`config.mk`:
```
export PLATFORM = sky130hd
export DESIGN_NAME = ibr128_block_ctrl
export DESIGN_NICKNAME = d
export VERILOG_FILES = /design/src/rtl/ibr128_block_ctrl.sv
export SDC_FILE = /design/constraint.sdc
export NUM_CORES = 1
export LEC_CHECK = 0
export CORE_MARGIN = 8
export CORE_UTILIZATION = 42
export DETAILED_ROUTE_END_ITERATION = 6
export GPL_ROUTABILITY_DRIVEN = 0
export PLACE_DENSITY = 0.78
export SLEW_MARGIN = 20
export SYNTH_ARGS = -nofsm -noshare
export SYNTH_HDL_FRONTEND = slang
export SYNTH_SLANG_ARGS = --single-unit
```
`constraint.sdc`:
```
create_clock -name Clk -period 1.4 [get_ports Clk]
set_input_delay 0.14 -clock Clk [delete_from_list [all_inputs] [get_ports Clk]]
set_output_delay 0.14 -clock Clk [all_outputs]
set_load 0.005 [all_outputs]
```
`src/rtl/ibr128_block_ctrl.sv`:
```
// Block controller around the IBR128 stage: packs 32-bit words into 128-bit blocks, runs one block
// at a time and drains the result as words. Define IBR128_TIMEOUT_EN to enable the WAIT watchdog.
module ibr128_block_ctrl #(
    parameter int TIMEOUT_CYCLES = 1024
) (
    input  logic         Clk,
    input  logic         RstN,
    input  logic [31:0]  in_data,
    input  logic         in_valid,
    output logic         in_ready,
    input  logic         mode_sa,
    input  logic         mode_encrypt,
    output logic         block_start,
    output logic [127:0] pData,
    output logic         sa,
    output logic         encrypt,
    input  logic         block_ready,
    input  logic [127:0] eData,
    output logic [31:0]  out_data,
    output logic         out_valid,
    input  logic         out_ready,
    output logic         busy,
    output logic         err
);

    typedef enum logic [1:0] {ST_FILL, ST_START, ST_WAIT, ST_DRAIN} state_t;

    state_t       state_q, state_d;
    logic [1:0]   wi_q, wi_d;
    logic [1:0]   wo_q, wo_d;
    logic         rdy_q, rdy_d;
    logic [127:0] pdata_q, pdata_d;
    logic [127:0] obuf_q, obuf_d;
    logic         sa_q, sa_d;
    logic         enc_q, enc_d;

    logic in_fire;
    logic out_fire;
    logic capture;
    logic timeout;

    assign in_fire  = in_valid && in_ready;
    assign out_fire = out_valid && out_ready;
    // rdy_q tracks block_ready in every state, so a level still high when WAIT begins reads as old
    assign capture  = (state_q == ST_WAIT) && block_ready && !rdy_q;

`ifdef IBR128_TIMEOUT_EN
    localparam int TW = $clog2(TIMEOUT_CYCLES + 1);

    logic [TW-1:0] tmo_q, tmo_d;

    always_ff @(posedge Clk or negedge RstN) begin
        if (!RstN) begin
            tmo_q <= '0;
        end else begin
            tmo_q <= tmo_d;
        end
    end

    always_comb begin
        tmo_d = '0;
        if (state_q == ST_WAIT) begin
            tmo_d = tmo_q + TW'(1);
        end
    end

    // A capture landing on the limit cycle takes priority over the timeout
    assign timeout = (state_q == ST_WAIT) && (tmo_q == TW'(TIMEOUT_CYCLES)) && !capture;
`else
    assign timeout = 1'b0;
`endif

    always_ff @(posedge Clk or negedge RstN) begin
        if (!RstN) begin
            state_q <= ST_FILL;
            wi_q    <= 2'd0;
            wo_q    <= 2'd0;
            rdy_q   <= 1'b0;
            pdata_q <= '0;
            obuf_q  <= '0;
            sa_q    <= 1'b0;
            enc_q   <= 1'b0;
        end else begin
            state_q <= state_d;
            wi_q    <= wi_d;
            wo_q    <= wo_d;
            rdy_q   <= rdy_d;
            pdata_q <= pdata_d;
            obuf_q  <= obuf_d;
            sa_q    <= sa_d;
            enc_q   <= enc_d;
        end
    end

    always_comb begin
        state_d = state_q;
        unique case (state_q)
            ST_FILL: begin
                if (in_fire && wi_q == 2'd3) begin
                    state_d = ST_START;
                end
            end
            ST_START: begin
                state_d = ST_WAIT;
            end
            ST_WAIT: begin
                if (capture) begin
                    state_d = ST_DRAIN;
                end else if (timeout) begin
                    state_d = ST_FILL;
                end
            end
            ST_DRAIN: begin
                if (out_fire && wo_q == 2'd3) begin
                    state_d = ST_FILL;
                end
            end
            default: begin
                state_d = ST_FILL;
            end
        endcase
    end

    // Word counters wrap naturally, so wi/wo are back at 0 after the fourth transfer
    always_comb begin
        wi_d    = wi_q;
        wo_d    = wo_q;
        pdata_d = pdata_q;
        obuf_d  = obuf_q;
        sa_d    = sa_q;
        enc_d   = enc_q;
        rdy_d   = block_ready;
        if (in_fire) begin
            wi_d = wi_q + 2'd1;
            case (wi_q)
                2'd0: begin
                    pdata_d[127:96] = in_data;
                    sa_d            = mode_sa;
                    enc_d           = mode_encrypt;
                end
                2'd1:    pdata_d[95:64] = in_data;
                2'd2:    pdata_d[63:32] = in_data;
                default: pdata_d[31:0]  = in_data;
            endcase
        end
        if (capture) begin
            obuf_d = eData;
            wo_d   = 2'd0;
        end
        if (out_fire) begin
            wo_d = wo_q + 2'd1;
        end
    end

    always_comb begin
        in_ready    = (state_q == ST_FILL);
        block_start = (state_q == ST_START);
        out_valid   = (state_q == ST_DRAIN);
        busy        = !((state_q == ST_FILL) && (wi_q == 2'd0));
        err         = timeout;
        out_data    = '0;
        if (state_q == ST_DRAIN) begin
            case (wo_q)
                2'd0:    out_data = obuf_q[127:96];
                2'd1:    out_data = obuf_q[95:64];
                2'd2:    out_data = obuf_q[63:32];
                default: out_data = obuf_q[31:0];
            endcase
        end
    end

    assign pData   = pdata_q;
    assign sa      = sa_q;
    assign encrypt = enc_q;

endmodule
```
* Yosys cells after proc, flatten, opt, wreduce, memory -nomap -nowiden *
Index checks and enable logic that the tools add are counted.

word-level totals
  register bits = 265
  input bits = 167
  output and inout bits = 167
  word-level logic and storage cells = 53

operators by class
  $add $sub $neg = 2
  equality and inequality tests = 12
  muxes and demuxes = 8
  bitwise gates (word level) = 1
  reduce and logical (&&, ||, !) cells = 19

operators by type and width
  kind                                                                     number
  32-bit one-hot mux with 3 select lines                                   1
  32-bit 2-to-1 mux                                                        1
  2-bit == test, second input constant                                     6
  2-bit 2-to-1 mux                                                         5
  2-bit one-hot mux with 4 select lines                                    1
  2-bit AND reduction                                                      4
  1-bit logical AND                                                        7
  2-bit by 1-bit == test with 1-bit output, second input constant          3
  2-bit zero test                                                          3
  2-bit by 1-bit adder with 2-bit output, second input constant            2
  2-bit by 1-bit inequality test with 1-bit output, second input constant  2
  3-bit AND reduction                                                      1
  3-bit OR reduction                                                       1
  1-bit zero test                                                          2
  2-bit inequality test, second input constant                             1
  2-bit nonzero test                                                       1
  1-bit NOT                                                                1

* Depth between registers and ports, before layout *
Gate-level depths: netlist of run 1.

  depth in word-level cells = 5
  gate-level depth with buffers = 7
  mapped depth without buffers = 5

* Worst setup path after synthesis of run 1 *
No wires, ideal clock.

  path type = reg-to-reg
  start point = register state_q[0]
  end point = register state_q[1]
  setup time = 0.125 ns
  data arrival time = 1.506 ns
  data required time = 1.275 ns
  path slack = -0.230 ns
  stages on the path, launching flop included = 7
  buffers on the path = 1
  period minus slack after synthesis = 1.630 ns
  cells stage by stage = dfrtp_1 > inv_1 > ha_1 > buf_2 > a21boi_0 > a211o_1 > mux2_2

between the ends
  word-level cells in the longest chain between the ends = 5
  elaborated cells between the ends (all ways) = 15
  those cells by class = 6 x eq/ne; 1 x mux; 8 x reduce/logical

ends and longest elaborated chain
  item                                                        RTL line  text
  from (decl)                                                 28        state_t state_q, state_d;
  from (signal assigned)                                      84        state_q <= state_d;
  2-bit zero test (*)                                         156       in_ready = (state_q == ST_FILL);
  net in_ready                                                10        output logic in_ready,
  1-bit logical AND                                           42        assign in_fire = in_valid && in_ready;
  1-bit logical AND                                           99        if (in_fire && wi_q == 2'd3) begin
  2-bit by 1-bit inequality test with 1-bit output (no line)  n/a
  3-bit AND reduction (no line)                               n/a

Mark *: on every way through the listed nets, which the timed path passes. The rest lies on a longest branch.
A chain may end at the register's enable or synchronous reset.

* Worst setup path in the final report of run 1 *
  start point = register wo_q[0]
  end point = output port out_data[14]

between the ends
  word-level cells in the longest chain between the ends = 3
  elaborated cells between the ends (all ways) = 5
  those cells by class = 2 x eq/ne; 2 x mux; 1 x reduce/logical

ends and longest elaborated chain
  item                                        RTL line  text
  from (decl)                                 30        logic [1:0] wo_q, wo_d;
  from (signal assigned)                      86        wo_q <= wo_d;
  2-bit == test (tied with other cells)       163       case (wo_q)
  32-bit one-hot mux with 3 select lines (*)  163
  32-bit 2-to-1 mux (*)                       162       if (state_q == ST_DRAIN) begin
  to (decl)                                   19        output logic [31:0] out_data,

Every way passes the cells marked *; elsewhere a longest branch is shown, timed or not.

==> results.md, run 1 <==
* Reg clk slew, reported paths at ~0.060 ns
* Root buffer cell: clkbuf_16
* Critical path's slowest cell: dfrtp_2
* Share of layout cells above drive strength 1 at 0.416
* Total vias in the final route at 8226
* Critical path class: reg -> out
* Sequential power share at 0.366
* CTS sink cnt at 265
* Logic pwr share at 0.439
* Core box area at ~0.025 mm²
* Critical Path, Cell by Cell: inv_2, ha_4, buf_16, a222oi_1, a21oi_1, buf_2
* Setup-failing EPs final at 299
* Port bufs at 332
* Max Freq at 445 MHz
* Iter 0 DRT Violations at slightly below 700
* EDFF count, synth at 0
* DRC viols at 0
* Fin cells at 1503
* RSZ-0062 raised after global routing: yes
* H-Tree Depth at 1
* Net switching power at 11.5 mW
* Die X at 176 µm
* DP HPWL at 22700 µm
* Int Pwr at 25.9 mW
* Post-Syn Nets at 891
* Clk_skew at 0.0120 ns
* Critical Path Source Type: register
* Max incr delay on CP at 0.43 ns
* Count of state elements after synthesis at 265
* Max-Cap Viols at 0
* Most common cell after layout, fill and taps aside: dfrtp_1
* Async SR Flop Fraction at 1.00
* Filler instances at 1692
* GR Overflow Total at 0
* Netlist Area Pre-Place at around 0.011 mm²
* First-pass GRT wire length at 57300 µm
* Failing checks: negative setup slack
* Crit end category: output port
* Drt total wl at 38100 µm
* CTS Buf Count at 27
* DP Cell Count at 1377
* Slew Limit Fails at 0
* IO Count at 334
* Utilization after layout at 0.698
* Largest fanout on the critical path at 9
* Area Overhead vs Synth at 63.3%
* CTS tree: built
* Clock share of power at 0.195
* Vias in the first global route at 9350
* Commonest cells after routing, fill and taps aside: dfrtp_1 (264), clkdlybuf4s50_1 (165), mux2_4 (137)
* Main flop type after synthesis: dfrtp_1
* Synth cell types at 25
* Final worst setup slack at -0.845 ns
* Worst vdd ir at 0.00135 V
* Synth Warn # at 0
* Crit share post-route at 1.60
* Worst slew pin tran at 0.537 ns
* CTS Buffer Depth at 3
* Worst-Skew Late Latency at between 0.5 and 0.6 ns
* Total GRT Usage at 0.236
* Starting Density at 0.428
* Pre-Repair DR Iteration Count at 6
* Drt wl/cell at 25.3 µm
* Worst Path Buf+Inv at 3
* Worst hold slack at roughly 0.13 ns
* Seq/Total Area, Yosys at 0.614
* Status: finished with violations
* Fin Setup TNS at -136.59 ns
* Mean post-synth cell area at 15.2 µm²
* Synth Instances at 710
* HP Class: in -> async
* Net Sw Frac at 0.308
* Worst Path Required at around 1.3 ns
* Final hold vios at 0
* DRT antenna net count at 0
* Max-slew headroom at 0.641
* DIE AREA at 0.0311 mm²
* Antenna violations before repair at 3
* DR vias/cell at 5.47
* Die H at ~180 µm
* P_leak at slightly below 9 nW
* Nets at 1332
* Final min period at 2.25 ns
* Delay-heaviest family, CP: compound AO/OA/AOI/OAI gates
* Num rows at 58
* Largest net degree at the start of global routing at 52
* Crit path DAT at 2.11 ns
* Pwr Density at 2120 mW/mm²
-- path summary, 6_finish.rpt --
path,cells past startpoint,from,slack [ns],end
max in group asynchronous,3,RstN,0.66,obuf_q[43]$_DFFE_PN0P_
setup / recovery,6,wo_q[0]$_DFFE_PN0P_,-0.85,out_data[14]
hold reg to reg,1,pData[27]$_DFFE_PN0P_,0.50,pData[27]$_DFFE_PN0P_
setup reg to reg,10,state_q[0]$_DFFE_PN0P_,-0.55,pData[12]$_DFFE_PN0P_
min in group Clk,1,block_ready,0.14,rdy_q$_DFF_PN0_
hold / removal,2,RstN,0.13,pData[14]$_DFFE_PN0P_
-- what timing repair did --
item,in CTS,in global routing
gates resized for setup,490,48
endpoints found under the setup margin,429,301
hold buffers,1,0
endpoints found under the hold margin,265,0
buffers inserted,50,11
pin swaps,70,17
cloned,29,3
-- flip-flops by register name, indices dropped and copies added, names as in the netlist --
name,flops
wo_q,2
sa,1
state_q,2
obuf_q,128
rdy_q,1
pData,128
wi_q,2
encrypt,1
-- worst reg2reg max path: stages, from the launching register on --
cell	delay, ns
dfrtp_1	0.35
buf_6	0.12
inv_6	0.04
buf_6	0.11
ha_4	0.16
buf_8	0.13
buf_6	0.12
buf_6	0.11
nand3_4	0.16
clkbuf_16	0.22
mux2_2	0.33
-- power by group through the flow --
stage | Sequential, mW | Combinational, mW | Clock [mW]
global placement | 13.3 | 13.5 | 0
CTS | 13.4 | 15.9 | 7.40
detailed placement | 13.4 | 13.7 | 0
floorplan | 13.1 | 6.19 | 0
global route | 14.0 | 17.4 | 7.72
finish | 13.7 | 16.4 | 7.29
-- per-stage QoR --
stage / instance area (µm²) / setup slack, ns / total power [mW]
floorplan: 10900 / -0.113 / 19.3
finish: 17600 / -0.845 / 37.4
detailed placement: 15000 / -0.599 / 27.2
global route: 17600 / -0.936 / 39.1
CTS: 17600 / -0.791 / 36.7
global placement: 15000 / -0.559 / 26.8
-- cell families (layout without fill, tap and decap cells) --
family	count (synthesis)	count (layout)	share of synthesized area
fa+ha+maj	14	14	0.0162
xor+xnor	1	1	0.000811
simple gates	15	15	0.00707
mux	260	260	0.271
flops	265	265	0.614
other cells	1	4	0.000347
compound gates	101	101	0.0627
buf+inv	53	513	0.0279
-- Yosys cell counts (2+ instances only) --
master / count / area share
a21boi_0: 2 / 0.0014
a21oi_1: 32 / 0.015
a222oi_1: 32 / 0.030
buf_2: 16 / 0.0074
buf_4: 2 / 0.0014
buf_6: 10 / 0.010
clkbuf_1: 17 / 0.0059
dfrtp_1: 265 / 0.61
ha_1: 14 / 0.016
inv_1: 6 / 0.0021
mux2_1: 10 / 0.010
mux2_2: 250 / 0.26
nand2_1: 4 / 0.0014
nand3_1: 6 / 0.0028
nor2_1: 2 / 0.00070
o21ai_0: 33 / 0.015
-- routing by layer --
layer | track usage | share of wire
met5 | 0 | 0.00021
met3 | 0.0771 | 0.092
met2 | 0.407 | 0.51
met4 | 0.0658 | 0.024
met1 | 0.277 | 0.38
-- layout make-up --
type,count,area [µm²],area share
Antenna cell,3,7.51,0.000426
Clock buffer,40,774,0.0439
Clock inverter,8,118,0.00667
Inverter,7,38.8,0.00220
Multi-Input combinational cell,392,4550,0.258
Sequential cell,265,6630,0.376
Tap cell,330,413,0.0234
Timing Repair Buffer,458,5100,0.289
Note: power is estimated with default switching activity, not from simulation.
==> inputs of run 2 (changes only) <==
--- a/config.mk
+++ b/config.mk
@@ -7,10 +7,11 @@
 export LEC_CHECK = 0
 export CORE_MARGIN = 8
 export CORE_UTILIZATION = 42
+export CTS_CLUSTER_SIZE = 28
 export DETAILED_ROUTE_END_ITERATION = 6
 export GPL_ROUTABILITY_DRIVEN = 0
+export HOLD_SLACK_MARGIN = 0.06
 export PLACE_DENSITY = 0.78
-export SLEW_MARGIN = 20
 export SYNTH_ARGS = -nofsm -noshare
 export SYNTH_HDL_FRONTEND = slang
 export SYNTH_SLANG_ARGS = --single-unit
==> results of run 2 <==
Same layout as run 1: the final DEF is identical, and so are final timing and power.
==> inputs of run 3 (changes only) <==
--- a/config.mk
+++ b/config.mk
@@ -5,13 +5,14 @@
 export SDC_FILE = /design/constraint.sdc
 export NUM_CORES = 1
 export LEC_CHECK = 0
+export ABC_AREA = 1
 export CORE_MARGIN = 8
-export CORE_UTILIZATION = 42
+export CORE_UTILIZATION = 43
 export CTS_CLUSTER_SIZE = 28
 export DETAILED_ROUTE_END_ITERATION = 6
 export GPL_ROUTABILITY_DRIVEN = 0
 export HOLD_SLACK_MARGIN = 0.06
-export PLACE_DENSITY = 0.78
+export PLACE_DENSITY = 0.79
 export SYNTH_ARGS = -nofsm -noshare
 export SYNTH_HDL_FRONTEND = slang
 export SYNTH_SLANG_ARGS = --single-unit
==> results.md, run 3 <==
* Slew Limit Fails at 0 (unchanged)
* Netlist Area Pre-Place at 0.0110 mm² (+2.3%)
* Synth Instances at 1230 (+73%)
* Starting Density at 0.439 (+0.0110)
* Die X at 176 µm (about the same)
* Num rows at 58 (unchanged)
* Filler instances at 1020 (-40%)
* Pwr Total at 46.7 mW (+25%)
* Setup-failing EPs final at 324 (+8.4%)
* Pwr Density at 2170 mW/mm² (+2.2%)
* Status: finished with violations
* Drt total wl at 59200 µm (+55%)
* Fin cells at 2101 (+40%)
* Top post-synthesis cells by count: nand2_1 (337), dfrtp_1 (265), o21ai_0 (242)
* Die H at 176 µm (about the same)
* DP HPWL at 25000 µm (+10%)
* CTS Buffer Depth at 3 (unchanged)
* Commonest cells after routing, fill and taps aside: dfrtp_1 (261), o21ai_2 (188), nand2_4 (174)
* Port bufs at 332 (unchanged)
* DRC viols at 0 (unchanged)
* Worst vdd ir at 0.00148 V (+9.7%)
* Critical Path Source Type: register
* Synth Warn # at 0 (unchanged)
* Max-slew headroom at 0.654 (+0.0132)
* Count leader, synth: nand2_1
* DRT antenna net count at 0 (unchanged)
* Max-Cap Viols at 0 (unchanged)
* Area Overhead vs Synth at 95.3%
* Root buffer cell: clkbuf_16
* CTS sink cnt at 265 (unchanged)
* Final hold vios at 0 (unchanged)
* Total vias in the final route at 12374 (+50%)
* CTS tree: built
* Final min period at 2.25 ns (+0.00760 ns)
* Post-Syn Nets at 1411 (+58%)
* Drt wl/cell at 28.2 µm (+11%)
* Critical path class: reg -> out
* Vias in the first global route at 12728 (+36%)
* H-Tree Depth at 1 (unchanged)
* Reg area at 0.00664 mm² (about the same)
* GR Overflow Total at 0 (unchanged)
* Max Freq at 444 MHz (-0.34%)
* Nets at 1930 (+45%)
* Crit end category: output port
* Multi-input combinational cell area at 0.00627 mm² (+38%)
* Synth cell types at 24 (-4.0%)
* Post-Place Cell Area at 0.0152 mm² (+1.6%)
* Final worst setup slack at -0.853 ns (-0.00760 ns)
* Synth area leaders: dfrtp_1 (60%), nand2_1 (11%), o21ai_0 (11%)
* Async SR Flop Fraction at 1.00 (unchanged)
* P_leak at 10.3 nW (+19%)
* HP Class: in -> async
* DIE AREA at 0.0311 mm² (about the same)
* Worst Path Required at 1.26 ns (about the same)
* Clk_skew at 0.0110 ns (-0.000911 ns)
* Antenna violations before repair at 6 (+3)
* Iter 0 DRT Violations at 1176 (+72%)
* IO Count at 334 (unchanged)
* CTS Buf Count at 28 (+3.7%)
* Area share of the largest cell type after synthesis at 0.600 (-0.0137)
* Ant diodes at 0 (-3)
* Largest fanout on the critical path at 8 (-1)
* DR vias/cell at 5.89 (+7.6%)
* Largest net degree at the start of global routing at 49 (-5.8%)
* Reg clk slew, reported paths at 0.08 ns (+0.02 ns)
* Failing checks: negative setup slack
* Crit path DAT at 2.11 ns (about the same)
* Fin Setup TNS at -129.92 ns (+6.67 ns)
* Pre-CTS WS at -0.639 ns (-0.0400 ns)
* Worst r2r path cells at 13 (+3)
* Seq/Total Area, Yosys at 0.600 (-0.0137)
* Total GRT Usage at 0.317 (+0.0814)
* First-pass GRT wire length at 76300 µm (+33%)
* EDFF count, synth at 0 (unchanged)
* Crit share post-route at 1.61 (+0.00543)
* Worst-Skew Late Latency at 0.54 ns (about the same)
* Pre-Repair DR Iteration Count at 7 (+1)
* RSZ-0062 raised after global routing: yes
* Area leader, netlist: dfrtp_1
* Share of layout cells above drive strength 1 at 0.478 (+0.0615)
* DP Cell Count at 1886 (+37%)
* Count of state elements after synthesis at 265 (unchanged)
* Most common cell after layout, fill and taps aside: dfrtp_1
* Main flop type after synthesis: dfrtp_1
* Worst slew pin tran at 0.518 ns (-0.0187 ns)
* Finished Cell Area at 0.0216 mm² (+22%)
* Core box area at 0.0252 mm² (-0.29%)
* Mean post-synth cell area at 8.98 µm² (-41%)
## run 3: cell count changes after synthesis, moves of 17 or more
cell,delta
buf_2,+17
inv_1,+162
o21ai_0,+209
mux2_2,-250
nand2_1,+333
o21ai_1,+34
a222oi_1,-32
a31oi_1,+32
## run 3: where the power goes
part	internal, mW	total (mW)	switching [mW]
sequential	11.3	15.5	4.24
combinational	11.8	23.1	11.3
clock	4.72	8.09	3.37
## run 3: cell type report
| type | instances | area share |
|---|---|---|
| repair buffers | 561 | 0.306 |
| clock inverters | 13 | 0.00713 |
| multi-input cells | 724 | 0.291 |
| flip-flops and latches | 265 | 0.308 |
| clock buffers | 39 | 0.0386 |
| well taps | 330 | 0.0191 |
| inverters | 169 | 0.0302 |
## run 3: metal layers
layer	GRT usage	vias up	wire (µm)
li1	-	4987	-
met1	0.350	6068	19500
met2	0.547	991	28700
met3	0.0929	316	6540
met4	0.168	12	4320
met5	0	-	72
## run 3: critical path, stage by stage, from the launching register on
cell	delay (ns)
dfrtp_2	0.46
buf_6	0.14
ha_4	0.21
buf_12	0.16
a21oi_1	0.26
a31oi_1	0.18
buf_2	0.16
## run 3: worst paths after layout
path,start,end,slack [ns]
setup / recovery,wo_q[0]$_DFFE_PN0P_,out_data[3],-0.85
hold / removal,RstN,pData[52]$_DFFE_PN0P_,0.13
setup reg to reg,state_q[0]$_DFFE_PN0P_,pData[64]$_DFFE_PN0P_,-0.62
hold reg to reg,obuf_q[45]$_DFFE_PN0P_,obuf_q[45]$_DFFE_PN0P_,0.50
max in group asynchronous,RstN,wo_q[1]$_DFFE_PN0P_,0.62
min in group Clk,eData[97],obuf_q[97]$_DFFE_PN0P_,0.14
## run 3: through the flow
step | hold slack (ns) | util
after detailed placement | 0.0588 | 0.604
final | 0.131 | 0.857
after global placement | 0.0548 | 0.604
after floorplan | -0.156 | -
after global routing | 0.145 | 0.857
after CTS | 0.0910 | 0.783
## run 3: what timing repair did
| action | in CTS | in global routing |
|---|---|---|
| gates cloned | 59 | 6 |
| pin swaps | 10 | 42 |
| endpoints found under the hold margin | 265 | 0 |
| hold buffers | 1 | 0 |
| endpoints found under the setup margin | 425 | 338 |
| gates resized for setup | 872 | 578 |
| buffers inserted | 79 | 54 |
## run 3: logic make-up after synthesis
family,Yosys count,share of synthesized area
flip-flops,265,0.600
buffers and inverters,243,0.0906
other,1,0.000339
XOR/XNOR,1,0.000793
AO/OA/AOI/OAI,354,0.169
adder cells (fa/ha/maj),14,0.0159
AND/OR/NAND/NOR,352,0.123
